**config.mk**
```make
export PLATFORM = sky130hd
export DESIGN_NAME = gmii_ptp_rx_parser
export DESIGN_NICKNAME = d
export VERILOG_FILES = /design/src/rtl/gmii_ptp_rx_parser.sv
export SDC_FILE = /design/constraint.sdc
export NUM_CORES = 1
export LEC_CHECK = 0
export CAP_MARGIN = 40
export CORE_UTILIZATION = 50
export DETAILED_ROUTE_END_ITERATION = 7
export GPL_TIMING_DRIVEN = 0
export HOLD_SLACK_MARGIN = 0.12
export PLACE_DENSITY = 0.8
export SKIP_CTS_REPAIR_TIMING = 1
export SYNTH_ARGS = -nofsm -noshare
export SYNTH_HDL_FRONTEND = slang
export SYNTH_SLANG_ARGS = --single-unit
```
**constraint.sdc**
```tcl
create_clock -name gmii_rx_clk -period 6.24 [get_ports gmii_rx_clk]
set_clock_uncertainty 0.1 [all_clocks]
set_input_delay 1.56 -clock gmii_rx_clk [delete_from_list [all_inputs] [get_ports gmii_rx_clk]]
set_output_delay 1.56 -clock gmii_rx_clk [all_outputs]
set_load 0.02 [all_outputs]
```
**src/rtl/gmii_ptp_rx_parser.sv**
```systemverilog
// gmii_ptp_rx_parser
// Passive monitor on the GMII receive path. It flags the SFD of every frame
// so the RX timestamp can be captured. It also recognises PTPv2 messages
// carried over raw Ethernet (EtherType 0x88F7) or over IPv4/UDP (ports
// 319/320). When such a frame ends, it reports messageType, domainNumber and
// sequenceId so firmware can pair timestamps with messages.
//
// Ports
//   gmii_rx_clk   receive clock (125 MHz); everything here runs on it
//   reset         synchronous, active-high
//   gmii_rxd      receive data byte
//   gmii_rxdv     receive data valid
//   gmii_rxer     receive error
//   sfd_pulse     1-cycle strobe, SFD received
//   ptp_valid     1-cycle strobe, well-formed PTP message ended
//   ptp_udp       1 = message came over UDP, 0 = Layer-2
//   ptp_event     1 when ptp_msg_type < 8
//   ptp_msg_type  PTP messageType nibble
//   ptp_domain    PTP domainNumber
//   ptp_seq_id    PTP sequenceId
//   frame_error   1-cycle strobe: rxer, bad preamble or truncated PTP frame
//
// All outputs are registered. The data outputs hold until the next
// ptp_valid.
module gmii_ptp_rx_parser #(
  parameter logic PTPV2_L2  = 1'b1,
  parameter logic PTPV2_UDP = 1'b1,
  parameter int   CNT_WIDTH = 8
) (
  input  logic        gmii_rx_clk,
  input  logic        reset,
  input  logic [7:0]  gmii_rxd,
  input  logic        gmii_rxdv,
  input  logic        gmii_rxer,
  output logic        sfd_pulse,
  output logic        ptp_valid,
  output logic        ptp_udp,
  output logic        ptp_event,
  output logic [3:0]  ptp_msg_type,
  output logic [7:0]  ptp_domain,
  output logic [15:0] ptp_seq_id,
  output logic        frame_error
);

  typedef enum logic [1:0] {S_IDLE, S_PRE, S_BODY, S_DROP} state_t;

  // Offset of the last byte each encapsulation needs (the seqId low byte).
  localparam logic [CNT_WIDTH-1:0] L2_LAST  = CNT_WIDTH'(45);
  localparam logic [CNT_WIDTH-1:0] UDP_LAST = CNT_WIDTH'(73);

  state_t               r_state;
  logic                 r_armed;
  logic [CNT_WIDTH-1:0] r_cnt;
  logic                 r_l2_ok;
  logic                 r_udp_ok;
  logic [3:0]           r_l2_type;
  logic [7:0]           r_l2_dom;
  logic [15:0]          r_l2_seq;
  logic [3:0]           r_udp_type;
  logic [7:0]           r_udp_dom;
  logic [15:0]          r_udp_seq;

  logic w_cnt_sat;
  logic w_l2_bad;
  logic w_udp_bad;

  assign w_cnt_sat = (r_cnt == '1);

  // Per-byte header checks for the byte now being received. A saturated
  // counter never equals a checked offset, so very long frames are unaffected.
  always_comb begin
    w_l2_bad  = 1'b0;
    w_udp_bad = 1'b0;
    case (int'(r_cnt))
      12: begin
        w_l2_bad  = (gmii_rxd != 8'h88);
        w_udp_bad = (gmii_rxd != 8'h08);
      end
      13: begin
        w_l2_bad  = (gmii_rxd != 8'hF7);
        w_udp_bad = (gmii_rxd != 8'h00);
      end
      14: w_udp_bad = (gmii_rxd != 8'h45);        // IPv4, IHL=5 only
      15: w_l2_bad  = (gmii_rxd[3:0] != 4'h2);    // versionPTP
      23: w_udp_bad = (gmii_rxd != 8'h11);        // protocol = UDP
      36: w_udp_bad = (gmii_rxd != 8'h01);        // dst port high byte
      37: w_udp_bad = (gmii_rxd != 8'h3F) && (gmii_rxd != 8'h40); // 319/320
      43: w_udp_bad = (gmii_rxd[3:0] != 4'h2);    // versionPTP
      default: ;
    endcase
  end

  always_ff @(posedge gmii_rx_clk) begin
    if (reset) begin
      r_state      <= S_IDLE;
      r_armed      <= 1'b0;
      r_cnt        <= '0;
      r_l2_ok      <= 1'b0;
      r_udp_ok     <= 1'b0;
      r_l2_type    <= '0;
      r_l2_dom     <= '0;
      r_l2_seq     <= '0;
      r_udp_type   <= '0;
      r_udp_dom    <= '0;
      r_udp_seq    <= '0;
      sfd_pulse    <= 1'b0;
      ptp_valid    <= 1'b0;
      ptp_udp      <= 1'b0;
      ptp_event    <= 1'b0;
      ptp_msg_type <= '0;
      ptp_domain   <= '0;
      ptp_seq_id   <= '0;
      frame_error  <= 1'b0;
    end else begin
      sfd_pulse   <= 1'b0;
      ptp_valid   <= 1'b0;
      frame_error <= 1'b0;
      case (r_state)
        S_IDLE: begin
          // After reset, a frame may already be in flight. Ignore it until
          // the line goes quiet.
          if (!r_armed) begin
            if (!gmii_rxdv) r_armed <= 1'b1;
          end else if (gmii_rxdv) begin
            r_state <= (gmii_rxd == 8'h55) ? S_PRE : S_DROP;
          end
        end
        S_PRE: begin
          if (!gmii_rxdv) begin
            r_state <= S_IDLE;
          end else if (gmii_rxd == 8'hD5) begin
            r_state   <= S_BODY;
            sfd_pulse <= 1'b1;
            r_cnt     <= '0;
            r_l2_ok   <= PTPV2_L2;
            r_udp_ok  <= PTPV2_UDP;
          end else if (gmii_rxd != 8'h55) begin
            r_state     <= S_DROP;
            frame_error <= 1'b1;
          end
        end
        S_BODY: begin
          if (gmii_rxer) begin
            // Error wins even when it coincides with the end of the frame.
            frame_error <= 1'b1;
            r_state     <= gmii_rxdv ? S_DROP : S_IDLE;
          end else if (!gmii_rxdv) begin
            r_state <= S_IDLE;
            if (r_l2_ok && (r_cnt > L2_LAST)) begin
              ptp_valid    <= 1'b1;
              ptp_udp      <= 1'b0;
              ptp_event    <= ~r_l2_type[3];
              ptp_msg_type <= r_l2_type;
              ptp_domain   <= r_l2_dom;
              ptp_seq_id   <= r_l2_seq;
            end else if (r_udp_ok && (r_cnt > UDP_LAST)) begin
              ptp_valid    <= 1'b1;
              ptp_udp      <= 1'b1;
              ptp_event    <= ~r_udp_type[3];
              ptp_msg_type <= r_udp_type;
              ptp_domain   <= r_udp_dom;
              ptp_seq_id   <= r_udp_seq;
            end else if (r_l2_ok || r_udp_ok) begin
              // Header still matched, but the frame ended before the seqId.
              frame_error <= 1'b1;
            end
          end else begin
            if (w_l2_bad)   r_l2_ok  <= 1'b0;
            if (w_udp_bad)  r_udp_ok <= 1'b0;
            if (!w_cnt_sat) r_cnt    <= r_cnt + 1'b1;
            case (int'(r_cnt))
              14: r_l2_type        <= gmii_rxd[3:0];
              18: r_l2_dom         <= gmii_rxd;
              42: r_udp_type       <= gmii_rxd[3:0];
              44: r_l2_seq[15:8]   <= gmii_rxd;
              45: r_l2_seq[7:0]    <= gmii_rxd;
              46: r_udp_dom        <= gmii_rxd;
              72: r_udp_seq[15:8]  <= gmii_rxd;
              73: r_udp_seq[7:0]   <= gmii_rxd;
              default: ;
            endcase
          end
        end
        S_DROP: begin
          if (!gmii_rxdv) r_state <= S_IDLE;
        end
        default: r_state <= S_IDLE;
      endcase
    end
  end

endmodule

```
* Word level (Yosys, flattened, before mapping) *
Cells that the tools add are included.

word-level totals
  register bits after elaboration = 102
  input bits = 12
  output and inout bits = 33
  logic and storage cells = 146

operators by class
  $add $sub $neg = 1
  $lt $le $gt $ge = 2
  equal/unequal tests = 41
  multiplexer cells = 52
  bitwise gates (word level) = 6
  reduce and logical (&&, ||, !) cells = 23

operators by type and width
  cell                                                            number
  equality test 8 x 6 -> 1 bit (second input constant)            7
  2-to-1 mux 8 bit                                                7
  AND reduction 4 bit                                             9
  equality test 8 x 4 -> 1 bit (second input constant)            4
  2-to-1 mux 16 bit                                               2
  2-to-1 mux 1 bit                                                25
  equality test 8 x 7 -> 1 bit (second input constant)            3
  inequality test 8 x 7 -> 1 bit (second input constant)          3
  2-to-1 mux 2 bit                                                9
  inequality test 2 bit (second input constant)                   9
  AND reduction 6 bit                                             3
  equality test 8 x 5 -> 1 bit (second input constant)            2
  equality test 8 bit (second input constant)                     2
  inequality test 8 bit (second input constant)                   2
  one-hot mux 8 bit (2 select lines)                              1
  adder 8 x 1 -> 8 bit (second input constant)                    1
  greater-than comparator 8 x 6 -> 1 bit (second input constant)  1
  greater-than comparator 8 x 7 -> 1 bit (second input constant)  1
  2-to-1 mux 4 bit                                                2
  inequality test 8 x 1 -> 1 bit (second input constant)          1
  inequality test 8 x 4 -> 1 bit (second input constant)          1
  inequality test 8 x 5 -> 1 bit (second input constant)          1
  inequality test 8 x 6 -> 1 bit (second input constant)          1
  one-hot mux 2 bit (4 select lines)                              1
  other kinds (16)                                                27

* Depth between registers and ports, before layout *
  depth after elaboration = 7
  depth in mapped cells = 9
  mapped depth without buffers = 7

* Worst setup path after synthesis *
No wires, ideal clock.

  path kind = input-to-reg
  from = input port gmii_rxd[5]
  to = register r_cnt[5]
  setup time = 0.121 ns
  arrival = 3.076 ns
  required time = 6.019 ns
  slack = 2.944 ns
  stages = 6
  buffers on the path = 1
  cells stage by stage = clkbuf_1 nor2_1 a41oi_1 o31ai_1 nor2_1 mux2_2

on the way
  cells in the longest elaborated chain, start to end = 3

RTL lines
  item                                    RTL line  source
  start: declaration                      32        input logic [7:0] gmii_rxd,
  equality test 8 bit                     131       end else if (gmii_rxd == 8'hD5) begin
  inequality test 2 bit (no source line)  n/a
  AND reduction 6 bit (no source line)    n/a
  end signal: assignment                  170       if (!w_cnt_sat) r_cnt <= r_cnt + 1'b1;
  end: declaration                        53        logic [CNT_WIDTH-1:0] r_cnt;

No other way between the ends.
A chain may end at the register's enable or synchronous reset.

* Worst setup path in the final report *
  from = input port gmii_rxer
  to = register r_l2_dom[2]

on the way
  cells in the longest elaborated chain, start to end = 2

RTL lines
  item                                  RTL line  source
  start: declaration                    34        input logic gmii_rxer,
  inverter 1 bit (no source line)       n/a
  AND reduction 4 bit (no source line)  n/a
  end signal: assignment                173       18: r_l2_dom <= gmii_rxd;
  end: declaration                      57        logic [7:0] r_l2_dom;

No other way between the ends.

==> flow_summary_export.csv <==
group,metric,value,unit
synthesis,synthAdderAreaFrac,0.0259,
timing,period_share,0.613,
placed_design,hpwl,8590,um
critical_path,cp_common_cell,"clkbuf_1",
cts,cts_root_buffer,"clkbuf_8",
route,routed_wl,12100,um
die,rows,35,
global_routing,grt_max_degree,19,
critical_path,r2r_slack,3.38,ns
timing,finalHoldViolations,0,
status,outcome,"completed",
cts,worst_skew_pair.late_latency,0.36,ns
finish,n_antenna_cell,0,
synthesis,synthArstFlopShare,0,
finish,final_nets,593,
die,die_width,100,um
timing,min_period,3.83,ns
placed_design,portBuffers,41,
timing,worst_pin_slew,0.877,ns
critical_path,r2r_start,"r_state[0]",
timing,rsz0062_at_grt,"no",
synthesis,synthFlopType,"dfxtp_1",
synthesis,synth_compound_area_frac,0.150,
critical_path,rr_worst_depth,9,
timing,drv_slew,0,
synthesis,seq_area_frac_synth,0.423,
synthesis,synthCells,519,
synthesis,synth_top_cell_by_area,"dfxtp_1",
cts,clkSinkCount,102,
worst_hold_path,worstHoldStart,"ptp_event",
die,dieHeight,100,um
cts,ctsLongestPathBuffers,2,
synthesis,yosys-top-cells-area,"dfxtp_1 42%, mux2i_1 17%, nor2_1 5.6%, a211oi_1 4.4%, a21oi_1 3.3%",
cts,cts_max_level,3,
job,drv_cap,0,
synthesis,synth_xor_area_frac,0.0127,
synthesis,synth_top_area_share,0.423,
synthesis,synth_top_family_by_area,"multiplexers",
cts,cts_tree,"built",
synthesis,synth_edf_count,0,
route,ant_nets,0,
timing,maxSlewHeadroom,0.407,
die,dieArea,0.0100,sq mm
critical_path,crit_type,"input pin to flip-flop",
critical_path,worstPathRequired,6.38,ns
global_routing,grt_usage,0.247,
global_routing,antenna_found_initial,0,
route,wl_per_cell,17.2,um
power,p_leak,0.00217,uW
critical_path,crit_slowest_cell,"clkbuf_1",
synthesis,synth.most_common_cell,"dfxtp_1",
critical_path,path_max_fanout,8,
timing,setup_viol,0,
finish,syn_to_final_growth,16.1,%
route,drc,0,
synthesis,muxShareOfSynthArea,0.180,
worst_hold_path,hold_path_depth,2,
power,power.density,232,mW/mm^2
synthesis,synth-seq-cells,102,
global_routing,grt-ovfl-total,0,
synthesis,synth_cell_types,63,
die,core_area,0.00928,sq mm
finish,drive_gt1_frac,0.0625,
route,firstDrtPassIters,5,
power,ir_drop,0.000132,V
critical_path,worst_r2r_endpoint,"r_l2_dom[2]",
timing,holdWs,0.374,ns
synthesis,synth_common_cells,"102 x dfxtp_1, 84 x mux2i_1, 72 x nor2_1, 32 x a21oi_1, 31 x clkbuf_1",
route,first_iter_violations,215,
global_routing,grt_pass1_vias,3921,
critical_path,end_kind,"flip-flop",
global_routing,grt_pass1_wl,19400,um
worst_hold_path,holdPathEnd,"ptp_event",
die,num_io_pins,45,
timing,fmax,0.261,GHz
critical_path,critPathMaxStageDelay,0.55,ns
cts,clkSlewWorstSetupHoldPaths,0.10,ns
die,initial_core_util,0.520,
critical_path,arrival,3.96,ns
synthesis,syn_area_per_cell,9.30,sq um
worst_hold_path,hold_class,"flip-flop to flip-flop",
synthesis,synth-simple-area-share,0.156,
critical_path,critical_path.cell_chain,"clkdlybuf4s50_1 -> and3b_1 -> clkbuf_1 -> nand3_1 -> nor4b_1 -> clkbuf_1 -> mux2i_1 -> nor2_1",
synthesis,ys_warn_count,0,
synthesis,synth_fp_nets,541,
critical_path,start_kind,"input pin",
synthesis,synth_area,0.00483,sq mm
timing,setup_tns,0,ns
route,vias,4016,
route,vias_per_cell,5.70,
cts,cts_buffers,9,
placed_design,gp_congestion,0.896,
-- layer usage --
layer  global-route usage  part of all wire  vias up
li1                     -                 -     1958
met1                0.327              0.46     1928
met2                0.399              0.47      109
met3               0.0494             0.050       21
met4               0.0914             0.022        0
met5                    0                 0        -
-- report_power, final --
part | switching [uW] | leakage (uW) | total, uW | internal, uW
clock | 237 | 0.000102 | 428 | 190
combinational | 123 | 0.00125 | 189 | 66.6
sequential | 15.3 | 0.000822 | 680 | 665
total | 376 | 0.00217 | 1300 | 922
-- worst max-delay path: cells and delay by family --
| family | cells | cell delay, ns |
|---|---|---|
| buffers and inverters | 3 | 1.36 |
| multiplexers | 1 | 0.26 |
| AND/OR/NAND/NOR | 4 | 0.80 |
-- cell usage in the layout (no fill, tap or decap), drive strengths merged, types with 2 or more instances in the layout --
cell,instances
a211oi,28
a21o,3
a21oi,32
a31oi,3
a32o,3
and2,4
and3,4
and3b,3
and4,2
buf,11
clkbuf,41
clkdlybuf4s50,41
clkinv,4
dfxtp,102
ha,10
inv,14
mux2,2
mux2i,84
nand2,16
nand2b,5
nand3,13
nand3b,3
nor2,75
nor2b,4
nor3,10
nor3b,2
nor4,4
o211a,2
o211ai,4
o21ai,8
o221ai,2
o31ai,4
or2,2
or4,2
xnor2,6
-- cells by family (layout without fill, tap and decap cells) --
kind of cell | count (synthesis) | count (layout)
multiplexers | 86 | 86
buffers and inverters | 56 | 113
AO/OA/AOI/OAI | 103 | 103
XOR/XNOR | 7 | 7
adder cells (fa/ha/maj) | 10 | 10
flip-flops | 102 | 102
AND/OR/NAND/NOR | 155 | 155
-- metrics by stage --
step	cell area, sq um	power [uW]	utilization	instances	setup WS, ns
floorplan	4830	824	-	519	2.94
global placement	5400	874	0.581	689	2.08
detailed placement	5400	881	0.581	689	2.06
CTS	5600	1300	0.603	705	2.43
global route	5600	1360	0.603	705	2.26
finish	5600	1300	0.603	705	2.41
-- flip-flops by register name (all words and copies together), names as in the netlist --
register / count
r_l2_seq: 16
r_l2_ok: 1
r_udp_dom: 8
r_cnt: 8
r_l2_dom: 8
r_udp_ok: 1
ptp_msg_type: 4
ptp_valid: 1
r_udp_type: 4
r_armed: 1
frame_error: 1
sfd_pulse: 1
ptp_event: 1
ptp_seq_id: 16
r_state: 2
ptp_udp: 1
ptp_domain: 8
r_l2_type: 4
r_udp_seq: 16
-- area by class of cell --
class,count,area (sq um)
clock inverters,7,80.1
well taps,129,161
clock buffers,9,124
flip-flops and latches,102,2040
multi-input cells,361,2530
inverters,13,48.8
plain buffers,43,203
repair buffers,41,410
fillers,835,3680
-- how the worst max path moves through the flow --
stage                     slack, ns   startpoint     endpoint
after floorplan                2.94  gmii_rxd[5]     r_cnt[5]
after global placement         2.08    gmii_rxer  r_l2_dom[1]
after detailed placement       2.06    gmii_rxer  r_l2_dom[1]
after CTS                      2.43    gmii_rxer  r_l2_dom[1]
after global routing           2.26    gmii_rxer  r_l2_dom[1]
final                          2.41    gmii_rxer  r_l2_dom[2]
Power figures use the tool's default switching activity.
==> patch 1 (same flow settings) <==
Set the parameter `CNT_WIDTH` to 6 (it was 8).
--- a/src/rtl/gmii_ptp_rx_parser.sv
+++ b/src/rtl/gmii_ptp_rx_parser.sv
@@ -27,3 +27,3 @@
   parameter logic PTPV2_UDP = 1'b1,
-  parameter int   CNT_WIDTH = 8
+  parameter int   CNT_WIDTH = 6
 ) (
Behaviour: same outputs for any inputs over 10 cycles, from zero or initial values and one cycle with reset high; that may be too few to reach the edited logic, so the function may still have changed.
==> patch 1 against the unedited design <==
Routed wire length is 25% lower. Final area down 17%. Area after synthesis shrank 19%. Sequential share of layout area down 0.18 points. Clock power increased by 2%. Power fell by 9.3%. Combinational power down 3%. Final cell count decreased by 17%. Setup slack better by 0.48 ns. Sequential cell count down 18. Largest cell class unchanged. Highest routed layer unchanged.
==> patch 1: results (changes against the unedited design) <==
<table>
<tr><th>Metric</th><th>Value</th></tr>
<tr><th colspan="2">Layout</th></tr>
<tr><td>Sequential share of cell area</td><td>0.363 (-0.00178)</td></tr>
<tr><td>Multi-Input Combinational</td><td>301 (-17%)</td></tr>
<tr><td>Inverters, non-clock</td><td>10 (-3)</td></tr>
<tr><td>Area delta synth-&gt;final</td><td>19.3%</td></tr>
<tr><td>FILL cells</td><td>629 (-25%)</td></tr>
<tr><td>Final net count</td><td>504 (-15%)</td></tr>
<tr><th colspan="2">Placement</th></tr>
<tr><td>Post-Place Cells</td><td>570 (-17%)</td></tr>
<tr><td>HPWL reported at the end of detailed placement</td><td>6590 µm (-23%)</td></tr>
<tr><td>Buffers on Ports</td><td>40 (-2.4%)</td></tr>
<tr><td>Standard cell area after detailed placement</td><td>0.00441 mm² (-18%)</td></tr>
<tr><td>Final weighted congestion of routability-driven global placement</td><td>0.897 (+0.11%)</td></tr>
<tr><td>Worst Setup Slack post-DPL</td><td>2.56 ns (+0.506 ns)</td></tr>
<tr><th colspan="2">Clock network</th></tr>
<tr><td>Total clock sinks</td><td>84 (-18%)</td></tr>
<tr><th colspan="2">Global routing</th></tr>
<tr><td>Global-route wire length before repair</td><td>15000 µm (-23%)</td></tr>
<tr><td>Total global routing track utilization</td><td>0.232 (-0.0148)</td></tr>
<tr><th colspan="2">Worst setup path</th></tr>
<tr><td>CP peak stage delay</td><td>0.45 ns (-0.10 ns)</td></tr>
<tr><td>Crit Path Max Fanout</td><td>10 (+2)</td></tr>
<tr><td>Master of the slowest instance on the critical path</td><td>clkdlybuf4s50_1</td></tr>
<tr><td>Endpoint of the most critical register-to-register path</td><td>ptp_domain[5]</td></tr>
<tr><td>FF-to-FF Start</td><td>r_cnt[0]</td></tr>
<tr><th colspan="2">Synth</th></tr>
<tr><td>Number of distinct library cells after synthesis</td><td>57 (-9.5%)</td></tr>
<tr><td>Compound-gate portion of the synthesized area</td><td>0.155 (+0.00512)</td></tr>
<tr><td>Post-synthesis mux area share</td><td>0.104 (-0.0760)</td></tr>
<tr><td>Post-synthesis share of cell area spent on xor and xnor gates</td><td>0.00902 (-0.00369)</td></tr>
<tr><th colspan="2">STA</th></tr>
<tr><td>Fin Hold WS</td><td>0.361 ns (-0.0132 ns)</td></tr>
<tr><th colspan="2">Drt</th></tr>
<tr><td>Via count</td><td>3312 (-18%)</td></tr>
<tr><th colspan="2">Run status</th></tr>
<tr><td>Outcome</td><td>completed</td></tr>
</table>
[patch 1: cell types whose count changed after synthesis, sizes merged, moves of 6 or more]
cell | before | now
nand3 | 13 | 25
dfxtp | 102 | 84
a211oi | 28 | 14
a21oi | 32 | 23
mux2i | 84 | 38
xnor2 | 6 | 0
buf | 11 | 17
nand2 | 16 | 30
a22oi | 0 | 16
clkbuf | 32 | 19
[patch 1: layer usage]
layer / GRT usage / up-vias / wire, µm
li1: - / 1615 / -
met1: 0.301 / 1584 / 4110
met2: 0.388 / 101 / 4460
met3: 0.0508 / 12 / 460
met4: 0.0645 / 0 / 92
met5: 0 / - / 0
[patch 1: power breakdown]
part           internal [mW]  switching (mW)  total [mW]
sequential             0.545          0.0102       0.556
clock                  0.232           0.205       0.437
combinational         0.0679           0.116       0.184
total                  0.845           0.331        1.18
==> patch 2 (config.mk and constraints unchanged) <==
Without the edit above. The 4 states of `state_t` get a one-hot encoding in 4 bits.
--- a/src/rtl/gmii_ptp_rx_parser.sv
+++ b/src/rtl/gmii_ptp_rx_parser.sv
@@ -44,3 +44,3 @@
 
-  typedef enum logic [1:0] {S_IDLE, S_PRE, S_BODY, S_DROP} state_t;
+  typedef enum logic [3:0] {S_IDLE = 4'b0001, S_PRE = 4'b0010, S_BODY = 4'b0100, S_DROP = 4'b1000} state_t;
 
Function: no difference found for any inputs over 10 cycles, from zero or initial values and one cycle with reset high; not proved beyond that.
==> patch 2 against the unedited design <==
Setup slack gained 0.29 ns. Routed wire length shrank 0.55%. Area after synthesis shrank 0.91%. Core utilization is essentially flat. Global-route usage grew 0.82 points. Synthesized cell count shrank 2.5%. Non-clock buffer count grew 4. Register-to-register slack is essentially flat. Final area shrank 0.42%. Die area shrank 0.90%. Highest routed layer unchanged. Sequential cell count grew 2. Count of clock-buffer cells in the layout grew 1.
Power is not compared: it rests on default switching activity, and its combinational part moved more than twofold at a synthesized area within 25%.
==> patch 2: results (changes against the unedited design) <==
<table>
<tr><th>Metric</th><th>Value</th></tr>
<tr><th colspan="2">Layout</th></tr>
<tr><td>Final net count</td><td>576 (-2.9%)</td></tr>
<tr><td>Layout cell share with drive strength beyond 1</td><td>0.0832 (+0.0207)</td></tr>
<tr><td>FILL cells</td><td>784 (-6.1%)</td></tr>
<tr><td>Count of inserted antenna diode cells</td><td>0 (unchanged)</td></tr>
<tr><th colspan="2">Drt</th></tr>
<tr><td>Via count</td><td>4034 (+0.45%)</td></tr>
<tr><td>Number of iterations in the first detailed-routing pass</td><td>6 (+1)</td></tr>
<tr><td>Iter 0 DRT Violations</td><td>257 (+20%)</td></tr>
<tr><td>Aggregate routed wire length</td><td>12100 µm (-0.55%)</td></tr>
<tr><th colspan="2">Global routing</th></tr>
<tr><td>Largest net degree at the start of global routing</td><td>19 (unchanged)</td></tr>
<tr><td>Initial antenna violation count</td><td>0 (unchanged)</td></tr>
<tr><td>Total global routing track utilization</td><td>0.255 (+0.00822)</td></tr>
<tr><td>Global-route wire length before repair</td><td>19700 µm (+1.3%)</td></tr>
<tr><th colspan="2">Synth</th></tr>
<tr><td>Asr flop ratio synth</td><td>0 (unchanged)</td></tr>
<tr><td>Net count of the mapped netlist</td><td>522 (-3.5%)</td></tr>
<tr><td>Number of distinct library cells after synthesis</td><td>53 (-16%)</td></tr>
<tr><td>Warning count from the yosys run</td><td>0 (unchanged)</td></tr>
<tr><td>Top cells by count, synth</td><td>104 x dfxtp_1, 85 x mux2i_1, 73 x nor2_1, 38 x a21oi_1, 30 x a211oi_1</td></tr>
<tr><td>Most area-consuming cells after synthesis</td><td>dfxtp_1 44%, mux2i_1 18%, nor2_1 5.7%</td></tr>
<tr><td>Portion of the post-synthesis area used by sequential elements</td><td>0.435 (+0.0122)</td></tr>
<tr><th colspan="2">Power</th></tr>
<tr><td>Total sequential power</td><td>0.666 mW</td></tr>
<tr><td>Comb power frac</td><td>0.041</td></tr>
<tr><td>Net switching power</td><td>0.281 mW</td></tr>
<tr><td>P_leak</td><td>2.24 nW</td></tr>
<tr><th colspan="2">Clock network</th></tr>
<tr><td>Clock latency reported for the late side of the worst-skew pair</td><td>0.37 ns</td></tr>
<tr><td>Clock root cell</td><td>clkbuf_8</td></tr>
<tr><th colspan="2">Run status</th></tr>
<tr><td>Outcome</td><td>completed</td></tr>
<tr><th colspan="2">Placement</th></tr>
<tr><td>HPWL reported at the end of detailed placement</td><td>8380 µm (-2.5%)</td></tr>
<tr><td>Final weighted congestion of routability-driven global placement</td><td>0.959 (+7.0%)</td></tr>
<tr><td>Worst Setup Slack post-DPL</td><td>2.32 ns (+0.269 ns)</td></tr>
<tr><td>Buffers on Ports</td><td>43 (+4.9%)</td></tr>
<tr><th colspan="2">STA</th></tr>
<tr><td>Transition time of the tightest slew-check pin</td><td>0.629 ns (-0.248 ns)</td></tr>
<tr><th colspan="2">Worst setup path</th></tr>
<tr><td>Crit Path Max Fanout</td><td>7 (-1)</td></tr>
<tr><td>Arrival time at the worst endpoint</td><td>3.71 ns (-0.25 ns)</td></tr>
</table>
-- patch 2: cell types whose count changed in the layout (fill, tap and decap cells not counted), sizes merged, moves of 6 or more --
cell	unedited run	this run
ha	10	4
nand2	16	10
buf	11	18
a21oi	32	38
-- patch 2: final timing paths --
| path | end | slack (ns) | start | cells after the start |
|---|---|---|---|---|
| hold / removal | ptp_event | 0.40 | ptp_event | 2 |
| setup / recovery | r_cnt[6] | 2.70 | gmii_rxd[1] | 6 |
| setup reg to reg | ptp_domain[6] | 3.38 | r_cnt[0] | 9 |
| hold reg to reg | ptp_event | 0.40 | ptp_event | 2 |
-- patch 2: stage by stage --
step	hold slack, ns	instance area (µm²)	util	std cells
2_1_floorplan	0.360	4780	-	506
3_3_place_gp	0.372	5370	0.582	678
3_5_place_dp	0.378	5370	0.582	678
4_1_cts	0.395	5580	0.604	694
5_1_grt	0.432	5580	0.604	694
6_report	0.396	5580	0.604	694
-- patch 2: cells by family after synthesis --
kind of cell / count (synthesis) / synth area share
buf+inv: 52 / 0.0471
mux: 87 / 0.183
compound gates: 94 / 0.129
xor+xnor: 9 / 0.0165
fa+ha+maj: 4 / 0.0105
simple gates: 156 / 0.179
flops: 104 / 0.435
-- patch 2: routing by layer --
metal | share of wire | track usage
met4 | 0.019 | 0.0928
met2 | 0.48 | 0.428
met5 | 0 | 0
met1 | 0.43 | 0.328
met3 | 0.068 | 0.0487
-- patch 2: critical path: stages --
cell and delay, ns:
clkdlybuf4s50_1 0.51, nor4b_1 0.55, nand3_2 0.23, a2111oi_0 0.61, xnor2_1 0.19, nor2_1 0.05
-- patch 2: cell type report --
class	instances	share of cell area
flip-flops and latches	104	0.373
clock buffers	10	0.0229
well taps	129	0.0289
repair buffers	43	0.0772
inverters	7	0.00471
plain buffers	45	0.0357
multi-input cells	350	0.444
clock inverters	6	0.0137
